===== src/rtl/alu_pkg.sv =====
// alu_pkg: shared operation codes, default width and FSM state type for the sequential ALU.
// Build option: define ALU_SEQ_FAST_SHIFT_EN for single-cycle barrel shifts.
package alu_pkg;
    localparam int DATA_WIDTH_DEF = 32;
    typedef enum logic [3:0] {
        OP_AND = 4'b0000,
        OP_OR  = 4'b0001,
        OP_ADD = 4'b0010,
        OP_SUB = 4'b0011,
        OP_SLL = 4'b0100,
        OP_SRL = 4'b0101,
        OP_XOR = 4'b0110,
        OP_SRA = 4'b0111,
        OP_BEQ = 4'b1000,
        OP_BNE = 4'b1001,
        OP_BLT = 4'b1010,
        OP_SLT = 4'b1100
    } op_e;
    typedef enum logic [1:0] {IDLE, SHIFT, DONE} state_e;
`ifdef ALU_SEQ_FAST_SHIFT_EN
    localparam bit FAST_SHIFT = 1'b1;
`else
    localparam bit FAST_SHIFT = 1'b0;
`endif
endpackage


===== src/rtl/alu_shift_unit.sv =====
// alu_shift_unit: shifter, one bit per step by default or a combinational barrel shift with ALU_SEQ_FAST_SHIFT_EN.
// Ports: load captures data_in/shamt/dir/arith; step shifts one bit; dir 0=left 1=right;
// arith replicates the MSB on right shifts; sh_out is the value after the current step; done flags the last step.
module alu_shift_unit #(
    parameter int DW = 32,
    parameter int SW = 5
) (
    input  logic          clk,
    input  logic          rst_n,
    input  logic          load,
    input  logic          step,
    input  logic          dir,
    input  logic          arith,
    input  logic [DW-1:0] data_in,
    input  logic [SW-1:0] shamt,
    output logic [DW-1:0] sh_out,
    output logic          done
);
`ifdef ALU_SEQ_FAST_SHIFT_EN
    logic signed [DW-1:0] sra_v;
    assign sra_v  = $signed(data_in) >>> shamt;
    assign sh_out = !dir ? data_in << shamt : arith ? sra_v : data_in >> shamt;
    assign done   = 1'b1;
`else
    logic [DW-1:0] val;
    logic [SW-1:0] cnt;
    logic          dir_q;
    logic          arith_q;
    // cnt starts at shamt-1 so done marks the step that produces the final value
    always_ff @(posedge clk) begin
        if (!rst_n) begin
            val     <= '0;
            cnt     <= '0;
            dir_q   <= 1'b0;
            arith_q <= 1'b0;
        end else if (load) begin
            val     <= data_in;
            cnt     <= shamt - SW'(1);
            dir_q   <= dir;
            arith_q <= arith;
        end else if (step) begin
            val <= sh_out;
            cnt <= cnt - SW'(1);
        end
    end
    assign sh_out = !dir_q ? {val[DW-2:0], 1'b0} : {arith_q & val[DW-1], val[DW-1:1]};
    assign done   = cnt == '0;
`endif
endmodule


===== src/rtl/alu_seq_exec.sv =====
// alu_seq_exec: handshaked ALU with registered result; shifts iterate in alu_shift_unit unless ALU_SEQ_FAST_SHIFT_EN.
// Ports: clk, rst_n (sync active-low); in_valid/in_ready request handshake with Operation, SrcA, SrcB;
// out_valid/out_ready result handshake with ALUResult and Zero held stable while out_valid.
module alu_seq_exec
    import alu_pkg::*;
#(
    parameter int DATA_WIDTH  = DATA_WIDTH_DEF,
    parameter int SHAMT_WIDTH = 5
) (
    input  logic                  clk,
    input  logic                  rst_n,
    input  logic                  in_valid,
    output logic                  in_ready,
    input  logic [3:0]            Operation,
    input  logic [DATA_WIDTH-1:0] SrcA,
    input  logic [DATA_WIDTH-1:0] SrcB,
    output logic                  out_valid,
    input  logic                  out_ready,
    output logic [DATA_WIDTH-1:0] ALUResult,
    output logic                  Zero
);
    state_e                  state, nxt;
    logic                    accept, is_shift, go_shift, load, step, sh_done, zero_c;
    logic [SHAMT_WIDTH-1:0]  shamt;
    logic [DATA_WIDTH-1:0]   res_c, sh_out;

    assign in_ready  = state == IDLE && rst_n;
    assign out_valid = state == DONE;
    assign accept    = in_valid && in_ready;
    assign shamt     = SrcB[SHAMT_WIDTH-1:0];
    assign is_shift  = Operation inside {OP_SLL, OP_SRL, OP_SRA};
    // a zero shift amount finishes immediately with SrcA, so only k>0 needs the SHIFT state
    assign go_shift  = is_shift && shamt != '0 && !FAST_SHIFT;

    alu_shift_unit #(.DW(DATA_WIDTH), .SW(SHAMT_WIDTH)) u_shift (
        .clk     (clk),
        .rst_n   (rst_n),
        .load    (load),
        .step    (step),
        .dir     (Operation != OP_SLL),
        .arith   (Operation == OP_SRA),
        .data_in (SrcA),
        .shamt   (shamt),
        .sh_out  (sh_out),
        .done    (sh_done)
    );

    always_comb begin
        res_c = '0;
        case (Operation)
            OP_AND:                 res_c = SrcA & SrcB;
            OP_OR:                  res_c = SrcA | SrcB;
            OP_ADD:                 res_c = SrcA + SrcB;
            OP_SUB:                 res_c = SrcA - SrcB;
            OP_XOR:                 res_c = SrcA ^ SrcB;
            OP_SLL, OP_SRL, OP_SRA: res_c = shamt == '0 ? SrcA : sh_out;
            OP_SLT:                 res_c = DATA_WIDTH'($signed(SrcA) < $signed(SrcB));
            default:                res_c = '0;
        endcase
        zero_c = Operation == OP_BEQ ? SrcA == SrcB :
                 Operation == OP_BNE ? SrcA != SrcB :
                 Operation == OP_BLT ? $signed(SrcA) < $signed(SrcB) :
                 Operation inside {OP_AND, OP_OR, OP_ADD, OP_SUB, OP_SLL, OP_SRL, OP_XOR, OP_SRA, OP_SLT} ? res_c == '0 : 1'b0;
    end

    always_ff @(posedge clk) begin
        if (!rst_n) state <= IDLE;
        else        state <= nxt;
    end

    always_comb begin
        nxt  = state;
        load = 1'b0;
        step = 1'b0;
        case (state)
            IDLE: begin
                load = accept && go_shift;
                if (accept) nxt = go_shift ? SHIFT : DONE;
            end
            SHIFT: begin
                step = 1'b1;
                if (sh_done) nxt = DONE;
            end
            DONE:    if (out_ready) nxt = IDLE;
            default: nxt = IDLE;
        endcase
    end

    always_ff @(posedge clk) begin
        if (!rst_n) begin
            ALUResult <= '0;
            Zero      <= 1'b0;
        end else if (state == IDLE && accept && !go_shift) begin
            ALUResult <= res_c;
            Zero      <= zero_c;
        end else if (state == SHIFT && sh_done) begin
            ALUResult <= sh_out;
            Zero      <= sh_out == '0;
        end
    end
endmodule

===== config.mk =====
export PLATFORM = sky130hd
export DESIGN_NAME = alu_seq_exec
export DESIGN_NICKNAME = d
export VERILOG_FILES = /design/src/rtl/alu_pkg.sv /design/src/rtl/alu_shift_unit.sv /design/src/rtl/alu_seq_exec.sv
export SDC_FILE = /design/constraint.sdc
export NUM_CORES = 1
export LEC_CHECK = 0
export ABC_CLOCK_PERIOD_IN_PS = 4900
export CAP_MARGIN = 20
export CORE_ASPECT_RATIO = 1.1
export CORE_UTILIZATION = 55
export CTS_CLUSTER_SIZE = 8
export DETAILED_ROUTE_END_ITERATION = 8
export HOLD_SLACK_MARGIN = 0.08
export PLACE_DENSITY = 0.78
export SLEW_MARGIN = 20
export SYNTH_ARGS = -nofsm -noshare
export SYNTH_HDL_FRONTEND = slang
export SYNTH_SLANG_ARGS = --single-unit

===== constraint.sdc =====
create_clock -name clk -period 4.9 [get_ports clk]
set_input_delay 0.98 -clock clk [delete_from_list [all_inputs] [get_ports clk]]
set_output_delay 0.98 -clock clk [all_outputs]
set_load 0.05 [all_outputs]

# Yosys cells after proc, flatten, opt, wreduce, memory -nomap -nowiden
# Index checks and enable logic that the tools add are counted.
# classes
mux,22
order_cmp,1
n_bitwise,4
n_reduce_logical,21
addsub,4
eq_ne,19
# op_table
cell,n
$pmux 32 s7,1
$mux 32,6
$logic_not 32->1,2
$add 32x32->32,1
$and 32x32->32,1
$eq 32x32->1,1
$lt 32x32->1,1
$ne 32x32->1,1
$or 32x32->32,1
$sub 32x32->32,1
$xor 32x32->32,1
$eq 4x3->1 const B,4
$eq 4x4->1 const B,4
$logic_not 5->1,2
$mux 5,2
$sub 5x1->5 const B,2
$reduce_bool 9->1,1
$eq 4x2->1 const B,2
$mux 1,8
$mux 2,4
$logic_and 1x1->1,7
$pmux 2 s3,1
$reduce_bool 5->1,1
$eq 4x1->1 const B,1
13 further kinds,15
# totals
reg_bits,74

# Logic depth before layout (Yosys ltp)
# Gate-level depths: netlist of run 1.
# logic_depth
depth_word,10
depth_mapped,15

# Hierarchy
# Synthesis of run 1 repeated with hierarchy kept, for this count alone.
# hier_totals
hier_cells,1535
hier_area_um2,10938.0
# by_module_without_submodules
mod,instances,area_each_um2,cells_per_inst,seq_area_each_um2
alu_seq_exec,1,8602.0,1273,700.7
alu_shift_unit,1,2336.0,262,780.7

# Worst setup path after synthesis of run 1
# No wires, ideal clock.
# synth_timing
kind,input -> register
startpoint,input SrcA[6]
endpoint,register Zero
path_slack_ns,0.423
required_ns,4.804
setup_time_ns,0.096
path_stages,14
n_path_buf,1
arrival_ns,4.381
path_cell_list,inv_1 ha_1 buf_6 or3_1 or3_1 a21oi_2 nor4_2 o41ai_4 a21oi_1 o31ai_2 mux2i_1 or4_1 or4_1 o41ai_2
# synth_via
elab_chain_cells,8
word_cells_on_any_way,16
classes_between,2 x add/sub; 1 x order compare; 2 x eq/ne; 7 x mux; 3 x bitwise; 1 x reduce/logical
# synth_lines
item,line,source
start: declaration,alu_seq_exec.sv:15,"input logic [DATA_WIDTH-1:0] SrcA,"
"$sub 32x32->32, or another cell as far along",alu_seq_exec.sv:54,OP_SUB: res_c = SrcA - SrcB;
$pmux 32 s7,alu_seq_exec.sv:50,case (Operation)
$logic_not 32->1,alu_seq_exec.sv:63,"Operation inside {OP_AND, OP_OR, OP_ADD, OP_SUB, OP_SLL, OP_SRL, OP_XOR, OP_SRA, OP_SLT} ? res_c == '0 : 1'b0;"
$mux 1,alu_seq_exec.sv:63,
$mux 1,alu_seq_exec.sv:62,Operation == OP_BLT ? $signed(SrcA) < $signed(SrcB) :
$mux 1,alu_seq_exec.sv:61,Operation == OP_BNE ? SrcA != SrcB :
$mux 1 *,alu_seq_exec.sv:60,zero_c = Operation == OP_BEQ ? SrcA == SrcB :
$mux 1 *,alu_seq_exec.sv:93,end else if (state == IDLE && accept && !go_shift) begin
end signal: assignment,alu_seq_exec.sv:95,Zero <= zero_c;
end: declaration,alu_seq_exec.sv:20,output logic Zero
# Every way passes the cells marked *; elsewhere a longest branch is shown, timed or not.
# A chain may end at the register's enable or synchronous reset.

# Final worst setup path of run 1
# layout_timing
startpoint,input SrcB[2]
endpoint,register Zero
# layout_via
elab_chain_cells,9
word_cells_on_any_way,22
classes_between,2 x add/sub; 1 x order compare; 2 x eq/ne; 7 x mux; 3 x bitwise; 7 x reduce/logical
# layout_lines
item,line,source
start: declaration,alu_seq_exec.sv:16,"input logic [DATA_WIDTH-1:0] SrcB,"
"parallel branches: the longest is 9 deep, another holds $sub 32x32->32",-,
# Parallel ways; which one is timed is not known.

==> metrics.yaml, run 1 <==
grt:
  use_met2_pct: 79.5
  grt_max_degree: 69
  grt_first_pass_wirelength_um: 70100
  use_met3_pct: 8.57
  grt_overflow: 0
  grt_pass1_vias: 12800
  busiest_layer: "met2"
  gr-usage-met1_pct: 52.2
  antenna_found_initial: 3
  grt.total_usage_pct: 47.4
clocking:
  hold_buffers: 0
  h-tree-depth: 3
  clockBufferDepth: 2
  cts_buffers: 9
  clockRootBuffer: "clkbuf_16"
  clk_pin_slew_ns: 0.07
  cts.sinks: 74
  tritoncts: "done"
  insertion_delay_ns: 0.34
floorplanning:
  placementRows: 51
  die_x_um: 132
  initial_core_util_pct: 56.8
  die_area_um2: 19100
  die_h_um: 145
  ioPinCount: 107
  core_um2: 17900
timing:
  finClkSkew_ns: 0.00813
  layout_setup_ws_ns: 0.0573
  worstMarginPinSlew_ns: 1.11
  drv_slew: 0
  period_minus_slack_ns: 4.84
  timing.fmax_mhz: 206
  setup_viol: 0
  hold_viol: 0
  fin_tns_setup_ns: 0
  slew_headroom_pct: 25.3
  finalCritPeriodShare_pct: 98.8
final_layout:
  area_growth_pct: 31.9
  drive_gt1_share_pct: 17.5
  seqCellArea_um2: 1480
  layout_common_cells: "buf_4, nor2_1, a21oi_1"
  postLayoutCoreUtil_pct: 74.9
  layout_commonest_cell: "buf_4"
  nNetsFinal: 1895
  n_fill_cell: 1368
  multiInputGateArea_um2: 8090
synth:
  yosysTopAreaCellShare_pct: 14.6
  synth_edf_count: 0
  synthTopCellsByArea: "dfxtp_1, ha_1, a21oi_1"
  syn_inst: 1470
  yosys_warnings: 0
  ys_seq_area_share_pct: 14.6
  yosys.cell_types.count: 87
  synthFlopType: "dfxtp_1"
  ys_ff_latch: 74
  postSynthAreaPerCell_um2: 6.92
  syn_area_um2: 10200
  synth.net_count: 1653
  synth_largest_area_cell: "dfxtp_1"
  async_flop_share_pct: 0
job:
  maxCapViolCount: 0
pwr:
  p_int_mw: 1.62
  power.density_nw_per_um2: 205
  clock_power_share_pct: 25.8
  seqPwrFrac_pct: 24.0
  pwr-share-comb_pct: 50.2
  ir_drop_v: 0.000264
  switching_share_pct: 41.3
  power_mw: 2.76
  power.leakage_nw: 5.75
  power.switching_mw: 1.14
worst_setup_path:
  slowest_delay_ns: 0.56
  critical_path.cell_chain: "clkdlybuf4s50_1 -> inv_1 -> ha_2 -> o21ai_1 -> o21ai_1 -> a311o_1 -> a21oi_1 -> buf_4 -> o31a_1 -> o311a_1 -> xor2_1 -> nor2_1 -> or4_4 -> or4_4 -> o41ai_2"
  path_max_fanout: 5
  crit_arrival_ns: 5.09
  required_ns: 5.14
  crit_path_top_delay_cell: "or4_4"
  end_kind: "flip-flop"
  path_buf_inv: 3
  crit_family: "compound AO/OA/AOI/OAI gates"
  start_kind: "input port"
  crit_type: "input port to flip-flop"
status:
  status: "completed"
routing:
  remaining_drc_errors: 0
  num_vias: 13300
  wl_um: 46000
  ant_nets: 0
  wl_per_cell_um: 23.5
  dr.pass1.iters: 6
  first_iter_violations: 1866
  avgViaCountPerCell: 6.78
place:
  place.port_buffers: 106
  dp_hpwl_um: 35300
  gp_congestion: 1.09
  place_worst_setup_slack_ns: -0.293
worst_hold_path:
  hold_class: "flip-flop to flip-flop"
==> power groups by stage <==
stage	logic (mW)	registers (mW)	clock network, mW
after floorplan	0.664	0.715	0
after global placement	1.28	0.671	0
after detailed placement	1.30	0.672	0
after CTS	1.31	0.660	0.703
after global routing	1.46	0.664	0.730
final	1.38	0.662	0.711
==> per-stage QoR <==
| step | std cells | cell area [um2] | hold WS, ns |
|---|---|---|---|
| 3_5_place_dp | 1937 | 12900 | 0.481 |
| 3_3_place_gp | 1937 | 12900 | 0.467 |
| 5_1_grt | 1957 | 13400 | 0.501 |
| 2_1_floorplan | 1470 | 10200 | 0.455 |
| 4_1_cts | 1953 | 13300 | 0.490 |
| 6_report | 1959 | 13400 | 0.489 |
==> final cells by class <==
class	count	share of cell area, %
diodes	4	0.0746
clock buffers	10	1.78
clock inverters	6	0.541
inverters	103	2.88
multi-input cells	1190	60.3
flip-flops and latches	74	11.0
well taps	238	2.22
repair buffers	334	21.2
==> metal layers <==
layer / up-vias / share of wire, %
li1: 5886 / -
met1: 6112 / 36
met2: 982 / 46
met3: 294 / 9.2
met4: 0 / 9.8
met5: - / 0
==> worst reg2reg max path, stage by stage (launching register included) <==
cell and delay [ns]:
dfxtp_2 0.99, mux2i_1 0.70, o21ai_0 0.21, a31oi_1 0.26
o221a_2 0.28, nand4_1 0.15, nor4_1 0.21, nand4_1 0.17
nor4_1 0.23, and4_1 0.23, nand4_1 0.11, o41ai_2 0.22
==> cell usage after synthesis, types with 15 or more instances <==
cell and instances:
o211ai_1 30, nand2b_1 15, nor2b_1 41, clkbuf_1 95, inv_1 93, nor3_1 38
a21oi_1 145, nand4_1 20, mux2i_1 43, o21ai_0 47, dfxtp_1 74, nand2_1 109
a211oi_1 67, a21o_1 15, o21ai_1 17, ha_1 109, nor2_1 176, nor4_1 16
and2_1 21, nand3_1 25, o31ai_1 20, o22ai_1 16
==> state kept, by name, indices dropped and copies added (netlist names) <==
register and flops:
ALUResult 32, Zero 1, state 2, u_shift.arith_q 1
u_shift.cnt 5, u_shift.dir_q 1, u_shift.val 32
==> worst paths after layout <==
check | to | cells after the start | slack, ns | start
setup / recovery | Zero$_SDFFE_PN0P_ | 15 | 0.06 | SrcB[2]
hold / removal | u_shift.arith_q$_SDFFE_PN0P_ | 2 | 0.49 | u_shift.arith_q$_SDFFE_PN0P_
setup reg to reg | Zero$_SDFFE_PN0P_ | 11 | 1.04 | u_shift.dir_q$_SDFFE_PN0P_
hold reg to reg | u_shift.arith_q$_SDFFE_PN0P_ | 2 | 0.49 | u_shift.arith_q$_SDFFE_PN0P_
==> kinds of logic (layout without fill, tap and decap cells) <==
kind of cell               after synthesis  in the layout  synth area share, %
xor gates and xnor gates                15             15                 1.29
and+or+nand+nor                        516            516                 24.5
buffers and inverters                  206            453                 7.68
adders and majority gates              111            111                 13.8
other                                    0              4                    0
AOI/OAI and AO/OA                      505            505                 33.9
DFF                                     74             74                 14.6
muxes                                   43             43                 4.23
==> what timing repair did <==
item                       in CTS  in global routing
setup endpoints to repair       0                  3
setup buffers                   0                  2
gates resized for setup         0                 26
No activity file was read; power rests on OpenSTA's default activity.
==> run 2: changes to the inputs <==
- PLACE_DENSITY: 0.78 -> 0.88
- SLEW_MARGIN: 20 -> not set
==> run 2 against run 1 <==
Total power shrank 4.0%; worst hold slack better by 0.022 ns; first-iteration DRC count decreased by 11%; highest routed layer is now met5.
==> metrics.yaml, run 2 (synthesis results as in run 1) <==
status:
  status: "completed"
final_layout:
  layout_common_cells: "buf_4, nor2_1, a21oi_1"
  top_regs: "ALUResult (32), u_shift.val (32), u_shift.cnt (5)"
  area_growth_pct: 31.0
  postLayoutCoreUtil_pct: 74.4
  nNetsFinal: 1896
  layout_commonest_cell: "buf_4"
  postLayoutCellArea_um2: 13300
  drive_gt1_share_pct: 17.3
timing:
  period_minus_slack_ns: 4.81
  finClkSkew_ns: 0.00666
  slew_headroom_pct: 30.8
  drv_slew: 0
  hold_viol: 0
  worstMarginPinSlew_ns: 1.03
  finalCritPeriodShare_pct: 98.1
  timing.fmax_mhz: 208
  setup_viol: 0
routing:
  ant_nets: 0
  remaining_drc_errors: 0
  num_vias: 13200
  avgViaCountPerCell: 6.77
  wl_per_cell_um: 22.9
  dr.pass1.iters: 5
  wl_um: 44800
  first_iter_violations: 1663
worst_hold_path:
  hold_depth: 2
  hold_start: "u_shift.arith_q$_SDFFE_PN0P_"
  holdPathEnd: "u_shift.arith_q$_SDFFE_PN0P_"
  hold_class: "flip-flop to flip-flop"
floorplanning:
  die_area_um2: 19100
  ioPinCount: 107
  die_h_um: 145
  core_um2: 17900
  initial_core_util_pct: 56.8
  die_x_um: 132
  placementRows: 51
pwr:
  ir_drop_v: 0.000184
  power.density_nw_per_um2: 199
  power_mw: 2.65
  power.leakage_nw: 5.71
clocking:
  clockRootBuffer: "clkbuf_16"
  hold_buffers: 0
  tritoncts: "done"
  clockBufferDepth: 2
  insertion_delay_ns: 0.35
  cts_buffers: 9
  h-tree-depth: 3
  cts.sinks: 74
  clk_pin_slew_ns: 0.06
worst_setup_path:
  crit_type: "input port to flip-flop"
  start_kind: "input port"
  r2r_end: "Zero$_SDFFE_PN0P_"
  rr_startpoint: "u_shift.dir_q$_SDFFE_PN0P_"
  required_ns: 5.15
  worst-r2r-setup-slack_ns: 1.08
  path_max_fanout: 2
  rr_worst_depth: 12
  end_kind: "flip-flop"
  crit_arrival_ns: 5.05
grt:
  grt_overflow: 0
  grt_first_pass_wirelength_um: 67700
  grt_max_degree: 69
  antenna_found_initial: 2
  grt.total_usage_pct: 45.9
  grt_pass1_vias: 12600
job:
  maxCapViolCount: 0
place:
  dp_hpwl_um: 34800
  dpl-instance-area_um2: 12900
  place.port_buffers: 106
  gp_congestion: 1.08
-- run 2: worst max-delay path, stage by stage --
cell and delay, ns:
clkdlybuf4s50_1 0.48, inv_1 0.08, ha_4 0.24, or4_4 0.54
or3_4 0.35, a21oi_4 0.16, nor4_4 0.09, o41ai_4 0.43
a21oi_2 0.10, o31ai_2 0.26, mux2i_1 0.11, or4_4 0.43
or4_4 0.53, o41ai_2 0.28
-- run 2: layout make-up --
cell class              instances  area [um2]
multi-input cells            1190        8080
fillers                      1356        4600
repair buffers                335        2810
flip-flops and latches         74        1480
inverters                     103         387
well taps                     238         298
clock buffers                  10         229
clock inverters                 6        42.5
diodes                          1        2.50
-- run 2: worst max-delay path by stage --
stage	startpoint	end	slack, ns	cells past startpoint
5_1_grt	SrcA[0]	Zero$_SDFFE_PN0P_	-0.004	18
6_report	SrcA[11]	Zero$_SDFFE_PN0P_	0.09	14
2_1_floorplan	SrcA[6]	Zero$_SDFFE_PN0P_	0.42	14
3_5_place_dp	SrcA[11]	Zero$_SDFFE_PN0P_	-0.29	14
3_3_place_gp	SrcB[0]	Zero$_SDFFE_PN0P_	-0.17	17
4_1_cts	SrcA[11]	Zero$_SDFFE_PN0P_	0.07	14
-- run 2: power by group --
part,switching [mW],internal [mW],total (mW)
Combinational,0.803,0.562,1.36
Sequential,0.0290,0.633,0.662
Clock,0.278,0.344,0.622
Total,1.11,1.54,2.65
-- run 2: per-layer routing --
layer	GRT usage [%]	wire length, um	up-vias
li1	-	-	5872
met1	50.2	15700	6034
met2	76.3	20100	1017
met3	9.75	4470	324
met4	40.6	4490	2
met5	0	13	-
-- run 2: stage by stage --
stage | TNS (ns) | worst slack (ns) | instances | hold WS [ns]
after floorplan | 0 | 0.423 | 1470 | 0.455
after global placement | -0.186 | -0.171 | 1936 | 0.469
after detailed placement | -0.344 | -0.285 | 1936 | 0.478
after CTS | 0 | 0.0664 | 1952 | 0.505
after global routing | -0.00439 | -0.00439 | 1956 | 0.519
final | 0 | 0.0931 | 1957 | 0.511
-- run 2: timing repair --
item,CTS,global route
gates resized for setup,0,20
buffers inserted,0,4
endpoints found under the setup margin,0,3
==> run 3: changes to the inputs <==
- CAP_MARGIN: 20 -> 30
==> run 3 against run 2 <==
Critical path type unchanged; register-to-register slack gained 0.35 ns; routed wire length is essentially flat; worst setup slack got worse by 0.0039 ns; final cell count about the same; critical path depth did not move; flip-flop and latch count did not move; sequential power is essentially flat.
==> metrics.yaml, run 3 (synthesis results as in run 1) <==
status:
  status: "completed"
worst_setup_path:
  rr_worst_depth: 13
  path_max_fanout: 2
  start_kind: "input port"
  crit_arrival_ns: 5.05
  required_ns: 5.14
  crit_type: "input port to flip-flop"
  end_kind: "flip-flop"
routing:
  num_vias: 13200
  wl_per_cell_um: 22.9
  dr.pass1.iters: 7
  remaining_drc_errors: 0
  first_iter_violations: 1703
  wl_um: 44800
  avgViaCountPerCell: 6.74
  ant_nets: 0
clocking:
  hold_buffers: 0
  tritoncts: "done"
  clockBufferDepth: 2
  cts_buffers: 9
  insertion_delay_ns: 0.34
  clk_pin_slew_ns: 0.06
  h-tree-depth: 3
  clockRootBuffer: "clkbuf_16"
  cts.sinks: 74
final_layout:
  postLayoutCoreUtil_pct: 74.5
  area_growth_pct: 31.2
  top_regs: "ALUResult (32), u_shift.val (32), u_shift.cnt (5)"
  multiInputGateArea_um2: 8080
  final_cells: 1958
  drive_gt1_share_pct: 17.3
  nNetsFinal: 1897
  layout_common_cells: "buf_4, nor2_1, a21oi_1"
  seqCellArea_um2: 1480
  n_fill_cell: 1349
  layout_commonest_cell: "buf_4"
timing:
  timing.fmax_mhz: 208
  slew_headroom_pct: 31.4
  holdWs_ns: 0.502
  hold_viol: 0
  layout_setup_ws_ns: 0.0892
  drv_slew: 0
  worstMarginPinSlew_ns: 1.02
  finClkSkew_ns: 0.00889
  setup_viol: 0
  finalCritPeriodShare_pct: 98.2
  period_minus_slack_ns: 4.81
grt:
  antenna_found_initial: 1
  grt_max_degree: 69
  grt_first_pass_wirelength_um: 67700
  grt_overflow: 0
  grt_pass1_vias: 12600
  grt.total_usage_pct: 45.9
floorplanning:
  core_um2: 17900
  die_area_um2: 19100
  placementRows: 51
  initial_core_util_pct: 56.8
  die_h_um: 145
  die_x_um: 132
  ioPinCount: 107
place:
  place_worst_setup_slack_ns: -0.285
  gp_congestion: 1.08
  dp_hpwl_um: 34800
  dp.cells: 1936
  place.port_buffers: 106
worst_hold_path:
  hold_depth: 2
  hold_class: "flip-flop to flip-flop"
pwr:
  power_mw: 2.65
  power.leakage_nw: 5.72
  ir_drop_v: 0.000180
  power.density_nw_per_um2: 198
job:
  maxCapViolCount: 0
[run 3: critical path: stages]
cell             delay, ns
clkdlybuf4s50_1       0.48
inv_1                 0.08
ha_4                  0.24
or4_4                 0.54
or3_4                 0.35
a21oi_4               0.16
nor4_4                0.09
o41ai_4               0.43
a21oi_2               0.10
o31ai_2               0.26
mux2i_1               0.11
or4_4                 0.43
or4_4                 0.53
o41ai_2               0.28
[run 3: final cells by class]
cell class / instances / area share, %
inverter: 103 / 2.90
multi-input combinational: 1190 / 60.5
timing repair buffer: 336 / 21.2
tap: 238 / 2.23
clock buffer: 10 / 1.71
clock inverter: 6 / 0.319
sequential: 74 / 11.1
antenna: 1 / 0.0187
[run 3: layer usage]
layer	global-route usage, %	routed length (um)	vias up
met3	9.75	4510	301
met5	0	0	-
li1	-	-	5885
met1	50.2	15700	6047
met4	40.6	4570	0
met2	76.3	20100	963
[run 3: power by group]
part,switching [mW],internal (mW)
Sequential,0.0268,0.633
Clock,0.274,0.344
Combinational,0.806,0.562
Total,1.11,1.54
[run 3: timing repair]
action	4_1_cts	5_1_grt
resized for setup	0	20
hold endpoints to repair	0	0
setup buffers	0	4
endpoints found under the setup margin	0	3
[run 3: path summary, 6_finish.rpt]
path | from | to | slack (ns)
min | u_shift.arith_q$_SDFFE_PN0P_ | u_shift.arith_q$_SDFFE_PN0P_ | 0.50
min reg2reg | u_shift.arith_q$_SDFFE_PN0P_ | u_shift.arith_q$_SDFFE_PN0P_ | 0.50
max | SrcA[11] | Zero$_SDFFE_PN0P_ | 0.09
max reg2reg | u_shift.dir_q$_SDFFE_PN0P_ | Zero$_SDFFE_PN0P_ | 1.43
[run 3: metrics by stage]
step | TNS, ns | cell area, um2
2_1_floorplan | 0 | 10200
3_3_place_gp | -0.186 | 12900
3_5_place_dp | -0.344 | 12900
4_1_cts | 0 | 13200
5_1_grt | -0.0185 | 13400
6_report | 0 | 13400
